### config.mk
export PLATFORM = sky130hd
export DESIGN_NAME = serial_match_accumulator_flat
export DESIGN_NICKNAME = d
export VERILOG_FILES = /design/src/rtl/serial_match_accumulator_if.sv /design/src/rtl/serial_match_accumulator.sv /design/src/flat_wrapper.sv
export SDC_FILE = /design/constraint.sdc
export NUM_CORES = 1
export LEC_CHECK = 0
export ABC_AREA = 1
export BUFFER_PORTS_ARGS = -buffer_cell sky130_fd_sc_hd__buf_2
export CORE_AREA = 2 2 74 48
export CTS_CLUSTER_SIZE = 25
export DETAILED_ROUTE_END_ITERATION = 8
export DIE_AREA = 0 0 76 50
export GPL_TIMING_DRIVEN = 0
export MAX_ROUTING_LAYER = met4
export SYNTH_ARGS = -nofsm -noshare
export SYNTH_HDL_FRONTEND = slang
export SYNTH_SLANG_ARGS = --single-unit
### constraint.sdc
create_clock -name clk -period 2 [get_ports clk]
set_clock_uncertainty 0.2 [all_clocks]
set_input_delay 0.1 -clock clk [delete_from_list [all_inputs] [get_ports clk]]
set_output_delay 0.1 -clock clk [all_outputs]
set_load 0.02 [all_outputs]
### src/rtl/serial_match_accumulator_if.sv
// rtl/serial_match_accumulator_if.sv - handshake and result bundle for the serial match accumulator
interface serial_match_accumulator_if #(
    parameter int WIDTH = 8
) ();
    localparam int CW = $clog2(WIDTH + 1);

    logic          start;
    logic          match_bit;
    logic          match_valid;
    logic          busy;
    logic          done;
    logic          equal;
    logic [CW-1:0] mismatch_count;
    logic [CW-1:0] first_mismatch_idx;

    modport master (
        output start, match_bit, match_valid,
        input  busy, done, equal, mismatch_count, first_mismatch_idx
    );

    modport slave (
        input  start, match_bit, match_valid,
        output busy, done, equal, mismatch_count, first_mismatch_idx
    );
endinterface

### src/rtl/serial_match_accumulator.sv
// rtl/serial_match_accumulator.sv - accumulates one XNOR result bit per clock into a word-equality verdict
module serial_match_accumulator #(
    parameter int WIDTH = 8,
    localparam int CW = $clog2(WIDTH + 1)
) (
    input  logic                      clk,
    input  logic                      rst_n,
    serial_match_accumulator_if.slave bus
);
    typedef enum logic [1:0] {
        IDLE = 2'd0,
        RUN  = 2'd1,
        DONE = 2'd2
    } state_t;

    localparam logic [CW-1:0] IDX_NONE = CW'(WIDTH);
    localparam logic [CW-1:0] IDX_LAST = CW'(WIDTH - 1);
    localparam logic [CW-1:0] ONE      = CW'(1);

    state_t        state;
    state_t        state_next;
    logic [CW-1:0] idx;
    logic [CW-1:0] mm_count;
    logic [CW-1:0] mm_count_next;
    logic [CW-1:0] first_idx;
    logic          equal_q;
    logic          busy_c;
    logic          done_c;
    logic          accept;
    logic          load;
    logic          last;

    // Qualify start and bit acceptance by state; start always wins over match_valid in IDLE
    assign load          = (state == IDLE) && bus.start;
    assign accept        = (state == RUN) && bus.match_valid;
    assign last          = (idx == IDX_LAST);
    assign mm_count_next = bus.match_bit ? mm_count : (mm_count + ONE);

    // State register
    always_ff @(posedge clk or negedge rst_n) begin
        if (!rst_n) begin
            state <= IDLE;
        end else begin
            state <= state_next;
        end
    end

    // Next-state and status decode; DONE is a single-cycle state
    always_comb begin
        state_next = state;
        busy_c     = 1'b0;
        done_c     = 1'b0;
        case (state)
            IDLE: begin
                if (bus.start) begin
                    state_next = RUN;
                end
            end
            RUN: begin
                busy_c = 1'b1;
                if (accept && last) begin
                    state_next = DONE;
                end
            end
            DONE: begin
                done_c     = 1'b1;
                state_next = IDLE;
            end
            default: begin
                state_next = IDLE;
            end
        endcase
    end

    // Bit index, mismatch tally, first-mismatch capture and registered equality verdict
    always_ff @(posedge clk or negedge rst_n) begin
        if (!rst_n) begin
            idx       <= '0;
            mm_count  <= '0;
            first_idx <= '0;
            equal_q   <= 1'b0;
        end else if (load) begin
            idx       <= '0;
            mm_count  <= '0;
            first_idx <= IDX_NONE;
            equal_q   <= 1'b0;
        end else if (accept) begin
            idx      <= idx + ONE;
            mm_count <= mm_count_next;
            if (!bus.match_bit && (first_idx == IDX_NONE)) begin
                first_idx <= idx;
            end
            if (last) begin
                equal_q <= (mm_count_next == '0);
            end
        end
    end

    assign bus.busy               = busy_c;
    assign bus.done               = done_c;
    assign bus.equal              = equal_q;
    assign bus.mismatch_count     = mm_count;
    assign bus.first_mismatch_idx = first_idx;
endmodule

### src/flat_wrapper.sv
// flat-port wrapper written by rule: the top's interface ports become plain ports
module serial_match_accumulator_flat 
#(
    parameter int WIDTH = 8,
    localparam int CW = $clog2(WIDTH + 1)
)
  (clk, rst_n, bus_start, bus_match_bit, bus_match_valid, bus_busy, bus_done, bus_equal, bus_mismatch_count, bus_first_mismatch_idx);
  serial_match_accumulator_if #(.WIDTH(WIDTH)) bus_i ();
  input  logic clk;
  input  logic rst_n;
  input wire logic [$bits(bus_i.start)-1:0] bus_start;
  input wire logic [$bits(bus_i.match_bit)-1:0] bus_match_bit;
  input wire logic [$bits(bus_i.match_valid)-1:0] bus_match_valid;
  output wire logic [$bits(bus_i.busy)-1:0] bus_busy;
  output wire logic [$bits(bus_i.done)-1:0] bus_done;
  output wire logic [$bits(bus_i.equal)-1:0] bus_equal;
  output wire logic [$bits(bus_i.mismatch_count)-1:0] bus_mismatch_count;
  output wire logic [$bits(bus_i.first_mismatch_idx)-1:0] bus_first_mismatch_idx;
  assign bus_i.start = bus_start;
  assign bus_i.match_bit = bus_match_bit;
  assign bus_i.match_valid = bus_match_valid;
  assign bus_busy = bus_i.busy;
  assign bus_done = bus_i.done;
  assign bus_equal = bus_i.equal;
  assign bus_mismatch_count = bus_i.mismatch_count;
  assign bus_first_mismatch_idx = bus_i.first_mismatch_idx;
  serial_match_accumulator #(.WIDTH(WIDTH)) u_core (.clk(clk), .rst_n(rst_n), .bus(bus_i));
endmodule
Yosys cells after proc, flatten, opt, wreduce, memory -nomap -nowiden

Index checks and enable logic that the tools add are counted.

Flip-flop bits (word level): 15
Bits of input ports: 5
Output and inout port bits: 11
Word-level logic and storage cells: 42

Add/subtract/negate cells: 2
Equal/unequal tests: 6
Mux-type cells: 16
Reduce and logical (&&, ||, !) cells: 13

Operator list:

| kind                  | count |
|---|---|
| $mux W4               | 8 |
| $add A4 B1 Y4 const B | 2 |
| $reduce_and A2 Y1     | 3 |
| $reduce_bool A2 Y1    | 3 |
| $mux W1               | 5 |
| $eq A4 B3 Y1 const B  | 1 |
| $eq A4 B4 Y1 const B  | 1 |
| $logic_and A1 B1 Y1   | 4 |
| $logic_not A4 Y1      | 1 |
| $mux W2               | 2 |
| $ne A2 B2 Y1 const B  | 2 |
| $pmux W2 S2           | 1 |
| $eq A2 B1 Y1 const B  | 1 |
| $eq A2 B2 Y1 const B  | 1 |
| $logic_not A2 Y1      | 1 |
| $logic_not A1 Y1      | 1 |

Depth between registers and ports, before layout

Gate-level depths: netlist (run 1).

Depth in word-level cells: 6
Depth in mapped cells: 8
Depth with buffers taken out: 8

Worst setup path before layout (run 1)

No wires, ideal clock.

Path kind: register -> register
Start point: register u_core.mm_count[0] (netlist: u_core.bus.mismatch_count[0])
End point: register u_core.equal_q (netlist: u_core.bus.equal)
Library setup time: 0.077 ns
Arrival time: 1.199 ns
Required time: 1.723 ns
Slack: 0.523 ns
Stages on the path, launching flop included: 9
Buffers on the path: 0
Clock period less this slack: 1.477 ns
Path through: dfrtp_1 > ha_1 > inv_1 > nand2_1 > nand2_1 > nand2_1 > nor2_1 > nand2_1 > a21oi_1

Cells in the longest elaborated chain, start to end: 6

Ends and longest elaborated chain:

| element                | line                           | text |
|---|---|---|
| start, declared        | serial_match_accumulator.sv:23 | `logic [CW-1:0] mm_count;` |
| start signal, assigned | serial_match_accumulator.sv:89 | `mm_count <= mm_count_next;` |
| $add A4 B1 Y4          | serial_match_accumulator.sv:37 | `assign mm_count_next = bus.match_bit ? mm_count : (mm_count + ONE);` |
| $mux W4 *              | serial_match_accumulator.sv:37 |  |
| $logic_not A4 Y1 *     | serial_match_accumulator.sv:94 | `equal_q <= (mm_count_next == '0);` |
| $mux W1 *              | serial_match_accumulator.sv:93 | `if (last) begin` |
| $mux W1 *              | serial_match_accumulator.sv:87 | `end else if (accept) begin` |
| $mux W1 *              | serial_match_accumulator.sv:82 | `end else if (load) begin` |
| end signal, assigned   | serial_match_accumulator.sv:94 |  |
| end, declared          | serial_match_accumulator.sv:26 | `logic equal_q;` |

Every way passes the cells marked *; elsewhere a longest branch is shown, timed or not. The select of a mux whose other input is x is not followed.
A chain may end at the register's enable or synchronous reset.

Worst setup path after layout (run 1)

Ends and elaborated chain as after synthesis.

==> results of run 1 <==
==> tightest hold or removal path, cell delays in order <==
cell,delay [ps]
sky130_fd_sc_hd__buf_2,120
sky130_fd_sc_hd__nand2_1,50
sky130_fd_sc_hd__nand2_1,80
sky130_fd_sc_hd__o22ai_1,80
==> power groups by stage <==
stage	Combinational [mW]	Clock [mW]	Sequential [mW]
after detailed placement	0.583	0	0.533
after floorplan	0.332	0	0.604
after global routing	0.656	0.272	0.548
after global placement	0.565	0	0.529
final	0.580	0.249	0.527
after CTS	0.586	0.263	0.530
==> state kept, by name, indices dropped and copies added, names as in the netlist <==
signal / cells
u_core.idx: 4
u_core.state: 2
u_core.bus.equal: 1
u_core.bus.first_mismatch_idx: 4
u_core.bus.mismatch_count: 4
==> what timing repair did <==
action                                 CTS  global route
hold buffers                             2             0
endpoints found under the hold margin   17             0
gates resized for setup                  0             0
==> area by class of cell <==
cell class	instances	area (µm²)
Buffer	1	11.3
Clock buffer	4	45.0
Fill cell	344	2160
Inverter	15	56.3
Multi-Input combinational cell	58	302
Sequential cell	15	375
Tap cell	45	56.3
Timing Repair Buffer	17	95.1
==> layer usage <==
| layer | track usage (%) | vias up | wire, µm |
|---|---|---|---|
| met1 | 11.5 | 295 | 782 |
| li1 | - | 328 | - |
| met3 | 3.48 | 5 | 73 |
| met5 | - | - | 0 |
| met2 | 14.4 | 12 | 704 |
| met4 | 4.85 | 0 | 27 |
==> per-stage QoR <==
step | setup WS (ps) | std cells
after floorplan | 523 | 89
after global placement | 529 | 149
after detailed placement | 504 | 149
after CTS | 496 | 155
after global routing | 348 | 155
final | 501 | 155
==> worst max-delay path by stage <==
stage                                 startpoint          endpoint  slack [ps]  depth (start not counted)
floorplan           u_core.bus.mismatch_count[0]  u_core.bus.equal         520                          8
global placement    u_core.bus.mismatch_count[0]  u_core.bus.equal         530                          8
detailed placement  u_core.bus.mismatch_count[0]  u_core.bus.equal         500                          8
CTS                 u_core.bus.mismatch_count[0]  u_core.bus.equal         500                          8
global route        u_core.bus.mismatch_count[0]  u_core.bus.equal         350                          8
finish              u_core.bus.mismatch_count[0]  u_core.bus.equal         500                          8
==> logic make-up after synthesis <==
logic type / count (synthesis) / synth area share (%)
compound gates: 16 / 11.8
buf+inv: 16 / 9.07
flops: 15 / 50.4
simple gates: 40 / 25.4
fa+ha+maj: 2 / 3.36
==> synth_stat cells (all sizes together) <==
master	number
nand3	7
nor2	9
nand4	1
a21oi	6
o21ai	5
dfrtp	15
o22ai	4
o31ai	1
buf	1
ha	2
inv	15
nand2	23
==> results summary, run 1 <==
The worst hold path depth came out at 4. The signal on the critical path passes through ha_1, inv_1, nand2_1, nand2_1, nand2_1, nor2_1, nand2_1, a21oi_1. The detail route stage leaves a number of antenna-violating nets equal to 0. The maximum level of the CTS H-tree came out at 1.

Of all nets on the critical path, the largest fanout is 4. The total internal power is 0.774 mW. The remaining max-slew budget at the tightest pin came out at 76.9%. The die area is 0.00380 mm².

After global routing the overflow that remains totals 0. The part of the total power dissipated in the clock network is 18.4%. The share of total power in combinational logic came out at 42.8%. The clock network latency to the later pin of the worst-skew pair came out at 250 ps. The number of global-route vias before repair was 623. The initial antenna violation count came to 0. The final layout contains 118 nets. By instance count, the cell type seen most on the critical path is sky130_fd_sc_hd__nand2_1. The Yosys step of the flow raised 0 warnings. The number of diodes is 0.

The startpoint identified for the worst hold timing path is bus_match_bit. The utilization after layout is 30.3%. Counting both buffers and inverters, the worst setup path holds a total of 1. The synthesized design spends more area on one cell type than any other, namely sky130_fd_sc_hd__dfrtp_1. The signal arrival time at the worst endpoint is 1480 ps. The pin count of the biggest net entering global routing came out at 16. A synthesized cell averages 8.36 µm².

TritonCTS built the clock tree. The startpoint class of the critical path is a flop. STA classifies the critical path endpoint as a flop. The maximum achievable frequency is 667 MHz.

The period utilization came out at 74.9%. The estimated wirelength of the detail-placed design came out at 1200 µm. The tightest min-delay check is of the in -> reg type. The worst register-to-register path ends at u_core.bus.equal. The worst hold slack is 30.6 ps. The final hold violation count is 0. The area growth from synthesis to layout is 26.4%. Sequential cells account for 38.9% of the total power. The tool flagged a number of max-cap violations equal to 0. The proportion of layout cells with a drive suffix above 1 came out at 22.7%.

The measured slew at the worst slew-check pin came out at 346 ps. Measured along the y axis, the die boundary spans 50 µm. The number of placed I/O pins is 16. The maximum buffer depth of the clock tree is 2. Setup slack on the worst reg-to-reg path comes out at 500 ps. The first global-routing pass estimated 2750 µm of wire. The total negative slack came out at 0 ps.

The endpoint of the worst hold-timing path is u_core.bus.mismatch_count[1]. The core footprint came out at 0.00310 mm². After detailed routing, the average wire length per cell comes to 10.2 µm. The critical path in this run is classified as reg -> reg. The die is 76 µm wide. The cell count after synthesis came out at 89. Of the synthesized area, sequential elements account for 50.4%. Among all stages on the critical path, the largest delay is contributed by sky130_fd_sc_hd__dfrtp_1.

Counting every net in the synthesized netlist gives 96. The tree is rooted in a sky130_fd_sc_hd__clkbuf_8. The clock transition at the register clock pins on the worst setup and hold paths after CTS is 60 ps. The final number of max-transition violations is 0. The initial standard-cell utilization of the core came out at 24.0%. The number of sinks driven by the clock tree came out at 15. In this run the static leakage power is 0.471 nW. The count of buffers added by post-CTS timing repair for setup is 0. The top cell type's share of synthesized area came out at 50.4%. The total power per unit cell area came out at 1440 mW/mm². The number of DRC violations after detailed routing is 0. The number of distinct standard cells referenced by the synthesized netlist is 17. The critical path's largest stage delay is 410 ps. The smallest clock period supported by the final layout is computed as 1500 ps. Of the total power, the share spent switching nets is 42.9%. The cell area after synthesis is 744 µm². The count of input and output buffers is 15. The number of DRC markers after the initial detailed-route iteration came out at 18. By area the synthesized netlist is led by sky130_fd_sc_hd__dfrtp_1 50%, sky130_fd_sc_hd__nand2_1 11%, sky130_fd_sc_hd__inv_1 7.1%, sky130_fd_sc_hd__nand3_1 4.7%, sky130_fd_sc_hd__nor2_4 4.5%. For the worst setup path, the data required time is 1980 ps. The via-per-instance ratio is 4.13. Leaving out fill and tap cells, the most frequent cell in the layout is sky130_fd_sc_hd__nand2_1.

The largest voltage drop on the vdd net came out at 571 µV. The CTS buffer count is 3. In the layout the commonest cells are 22 x sky130_fd_sc_hd__nand2_1, 15 x sky130_fd_sc_hd__buf_2, 15 x sky130_fd_sc_hd__dfrtp_1, 14 x sky130_fd_sc_hd__inv_1, 7 x sky130_fd_sc_hd__nand3_1. The total setup violations reported at the end of the flow came out at 0. The worst reg2reg path depth is 8. The total number of vias is 640.

Setup repair after global routing left no endpoint under its margin. The startpoint of the worst-slack reg-to-reg timing path is u_core.bus.mismatch_count[0]. The total chip power is 1.36 mW. The final standard cell area without fillers came out at 941 µm². The final weighted congestion in routability-driven placement came out at 0.811. Synthesis inferred 15 register bits.

In the global route stage, overall resource usage came out at 9.63%. The area of placed instances came out at 876 µm². Before antenna repair, the detailed router went through 4 iterations. The family with the most delay on the worst path is flip-flops. After detailed routing, the total wire length is 1590 µm. The flow ran to the end, and the final reports show no timing, DRC or antenna violations.

Summed over all nets, the switching power comes to 0.582 mW. The row count is 16.
No activity file was read; power rests on OpenSTA's default activity.
==> run 2, diff against run 1 <==
==> constraint.sdc (replaced) <==
create_clock -name clk -period 1.3 [get_ports clk]
set_clock_uncertainty 0.2 [all_clocks]
set_input_delay 0.065 -clock clk [delete_from_list [all_inputs] [get_ports clk]]
set_output_delay 0.065 -clock clk [all_outputs]
set_load 0.02 [all_outputs]
==> run 2 against run 1 <==
The run now ends with negative setup slack left. Worst setup slack got worse by 620 ps. Worst hold slack improved by 21 ps. Die area unchanged. Flip-flop and latch count unchanged. Sequential power increased by 52%. Fmax increased by 5.6%. Total power increased by 87%. Final area increased by 24%. Final cell count increased by 7.1%. Critical endpoint unchanged. Combinational power increased by 130%. Routed wire length increased by 15%. Global-route usage increased by 0.70 points. Largest cell class is now multi-input gates.
==> results summary, run 2 (same netlist as run 1, synthesis figures left out) <==
The number of filler instances in the final layout is 337 (-2.0%). The period utilization is 109% (+34 points). The pin count of the biggest net entering global routing came out at 16 (unchanged). The minimum clock period after layout came to 1420 ps (-79.3 ps).

The number of nets with antenna violations after detailed routing came out at 0 (unchanged). The final hold violation count is 0 (unchanged). The initial standard-cell utilization of the core came out at 24.0% (unchanged). The count of input and output buffers is 15 (unchanged).

The family with the most delay on the worst path is flip-flops. The static leakage came out at 0.545 nW (+16%). The worst setup path is captured at a flop. The remaining max-slew budget at the tightest pin was 76.5% (-0.47 points). The horizontal die dimension came out at 76 µm (unchanged). The run finished, with violations left. The critical path's largest stage delay is 420 ps (about the same).

The measured slew at the worst slew-check pin is 353 ps (+7.01 ps). The total power per unit cell area is 2180 mW/mm² (+51%). The worst setup slack after layout came out at -119 ps (-621 ps). The number of diodes is 0 (unchanged). The total routing resource utilization after global routing is 10.3% (+0.70 points). The proportion of layout cells with a drive suffix above 1 is 44.6% (+22 points). The number of DRC markers after the initial detailed-route iteration came to 28 (+10). The worst hold slack is 51.9 ps (+21.2 ps). The final number of max-transition violations is 0 (unchanged). The register area was 378 µm² (+0.67%).

The estimated wirelength of the detail-placed design was 1210 µm (+1.4%). The peak fanout along the critical path came out at 2 (-2). The row count is 16 (unchanged). The count of buffering cells on the critical path with inverters included came out at 1 (unchanged).

The final weighted congestion in routability-driven placement is 0.788 (-2.9%). The worst slack at placement came to -220 ps (-723 ps). The total wire length came out at 1830 µm (+15%). The clock network latency to the later pin of the worst-skew pair is 240 ps (about the same). The number of sinks driven by the clock tree is 15 (unchanged). The total global routing overflow is 0 (unchanged).

The max-capacitance violation count came out at 0 (unchanged). The checks that failed: negative setup slack. The largest voltage drop on the vdd net is 836 µV (+46%). The net count reported at finish is 129 (+9.3%).

Relative to the synthesized area, the layout overhead comes to 56.1%. The signal on the critical path passes through ha_4, inv_2, nand2_2, nand2_2, nand2_1, nor2_1, nand2_1, a21oi_2. The maximum achievable frequency is 704 MHz (+5.6%).

The die height is 50 µm (unchanged). The number of global-route vias before repair is 635 (+1.9%). In this run the clock root is driven by a sky130_fd_sc_hd__clkbuf_8.

In this run the worst hold path is classified as in -> async. The initial antenna violation count came to 0 (unchanged). STA classifies the critical path startpoint as a flop.

The maximum level of the CTS H-tree is 1 (unchanged). The number of DRC violations after detailed routing is 0 (unchanged). The maximum buffer depth of the clock tree was 2 (unchanged). The most common cell after layout, fill and taps aside is sky130_fd_sc_hd__nand2_1. Setup repair after global routing could not meet its margin everywhere. The cell with the largest stage delay on the worst path is sky130_fd_sc_hd__dfrtp_2. TritonCTS built the clock tree. The count of placed standard cells including taps came out at 149 (unchanged). The signal arrival time at the worst endpoint came out at 1400 ps (-80 ps). The CTS buffer count is 3 (unchanged).

The required time reported for the critical path endpoint is 1280 ps (-700 ps). The average wire length per cell after detail routing was 11.0 µm (+7.3%). The number of search-and-repair iterations in the first detailed-routing pass was 5 (+1). The final standard cell area without fillers came out at 0.00116 mm² (+24%). The count of non-filler cells in the finished layout is 166 (+7.1%).

The area of placed instances is 891 µm² (+1.7%). The via-per-instance ratio was 4.33 (+4.8%). The global-route wire length before repair came out at 2960 µm (+7.5%).

The library cells used most frequently in the layout, excluding fill and tap cells, are 18 x sky130_fd_sc_hd__nand2_1, 13 x sky130_fd_sc_hd__buf_2, 13 x sky130_fd_sc_hd__dfrtp_1, 12 x sky130_fd_sc_hd__inv_1, 9 x sky130_fd_sc_hd__buf_4. The die area came out at 0.00380 mm² (unchanged). The total number of vias was 718 (+12%). The area occupied by multi-input gates is 392 µm² (+30%). The total setup violations reported at the end of the flow is 13 (+13).

The critical path is of the reg -> reg type. The core footprint was 0.00310 mm² (unchanged). The clock transition at the register clock pins on the worst setup and hold paths after CTS was 60 ps (about the same). The number of placed I/O pins came to 16 (unchanged).
-- run 2: through the flow --
step                total power [mW]  TNS (ps)  util (%)
global route                    2.75     -1730      37.5
finish                          2.53      -871      37.5
CTS                             2.39      -736      34.5
global placement                1.72      -599      28.7
detailed placement              1.75     -1160      28.7
floorplan                       1.47      -368         -
-- run 2: worst paths after layout --
check	startpoint	end	slack, ps	depth (start not counted)
setup reg to reg	u_core.bus.mismatch_count[0]	u_core.bus.equal	-120	8
hold / removal	rst_n	u_core.idx[1]	50	2
setup / recovery	u_core.bus.mismatch_count[0]	u_core.bus.equal	-120	8
hold reg to reg	u_core.idx[3]	u_core.idx[3]	280	1
min in group clk	bus_match_bit	u_core.bus.mismatch_count[1]	80	5
max in group asynchronous	rst_n	u_core.bus.mismatch_count[0]	570	2
-- run 2: layout make-up --
class | instances | share of cell area, %
Tap cell | 45 | 4.84
Sequential cell | 15 | 32.5
Inverter | 15 | 4.84
Buffer | 1 | 1.29
Timing Repair Buffer | 28 | 18.9
Clock buffer | 4 | 3.88
Multi-Input combinational cell | 58 | 33.7
-- run 2: layer usage --
layer	part of all wire [%]	up-vias	global-route usage (%)	wire, µm
met3	4.9	2	4.03	90
met2	47	17	14.1	857
met5	0	-	-	0
met4	0.22	0	2.73	4
li1	-	354	-	-
met1	48	345	14.1	873
-- run 2: timing repair --
item,CTS,global route
pin swaps,8,6
resized for setup,8,16
endpoints found under the setup margin,13,16
hold buffers,4,0
endpoints found under the hold margin,19,0
gates cloned,1,0
setup buffers,5,3
-- run 2: report_power, final --
group          internal (mW)  total [mW]  switching, mW
clock                  0.217       0.374          0.157
combinational          0.608        1.36          0.752
sequential             0.657       0.802          0.145
-- run 2: worst register-to-register path, delay by kind of cell, from the launching register on --
family | cells | cell delay [ps]
AO/OA/AOI/OAI | 1 | 110
AND/OR/NAND/NOR | 5 | 330
adder cells (fa/ha/maj) | 1 | 240
buffers and inverters | 1 | 40
flip-flops | 1 | 420
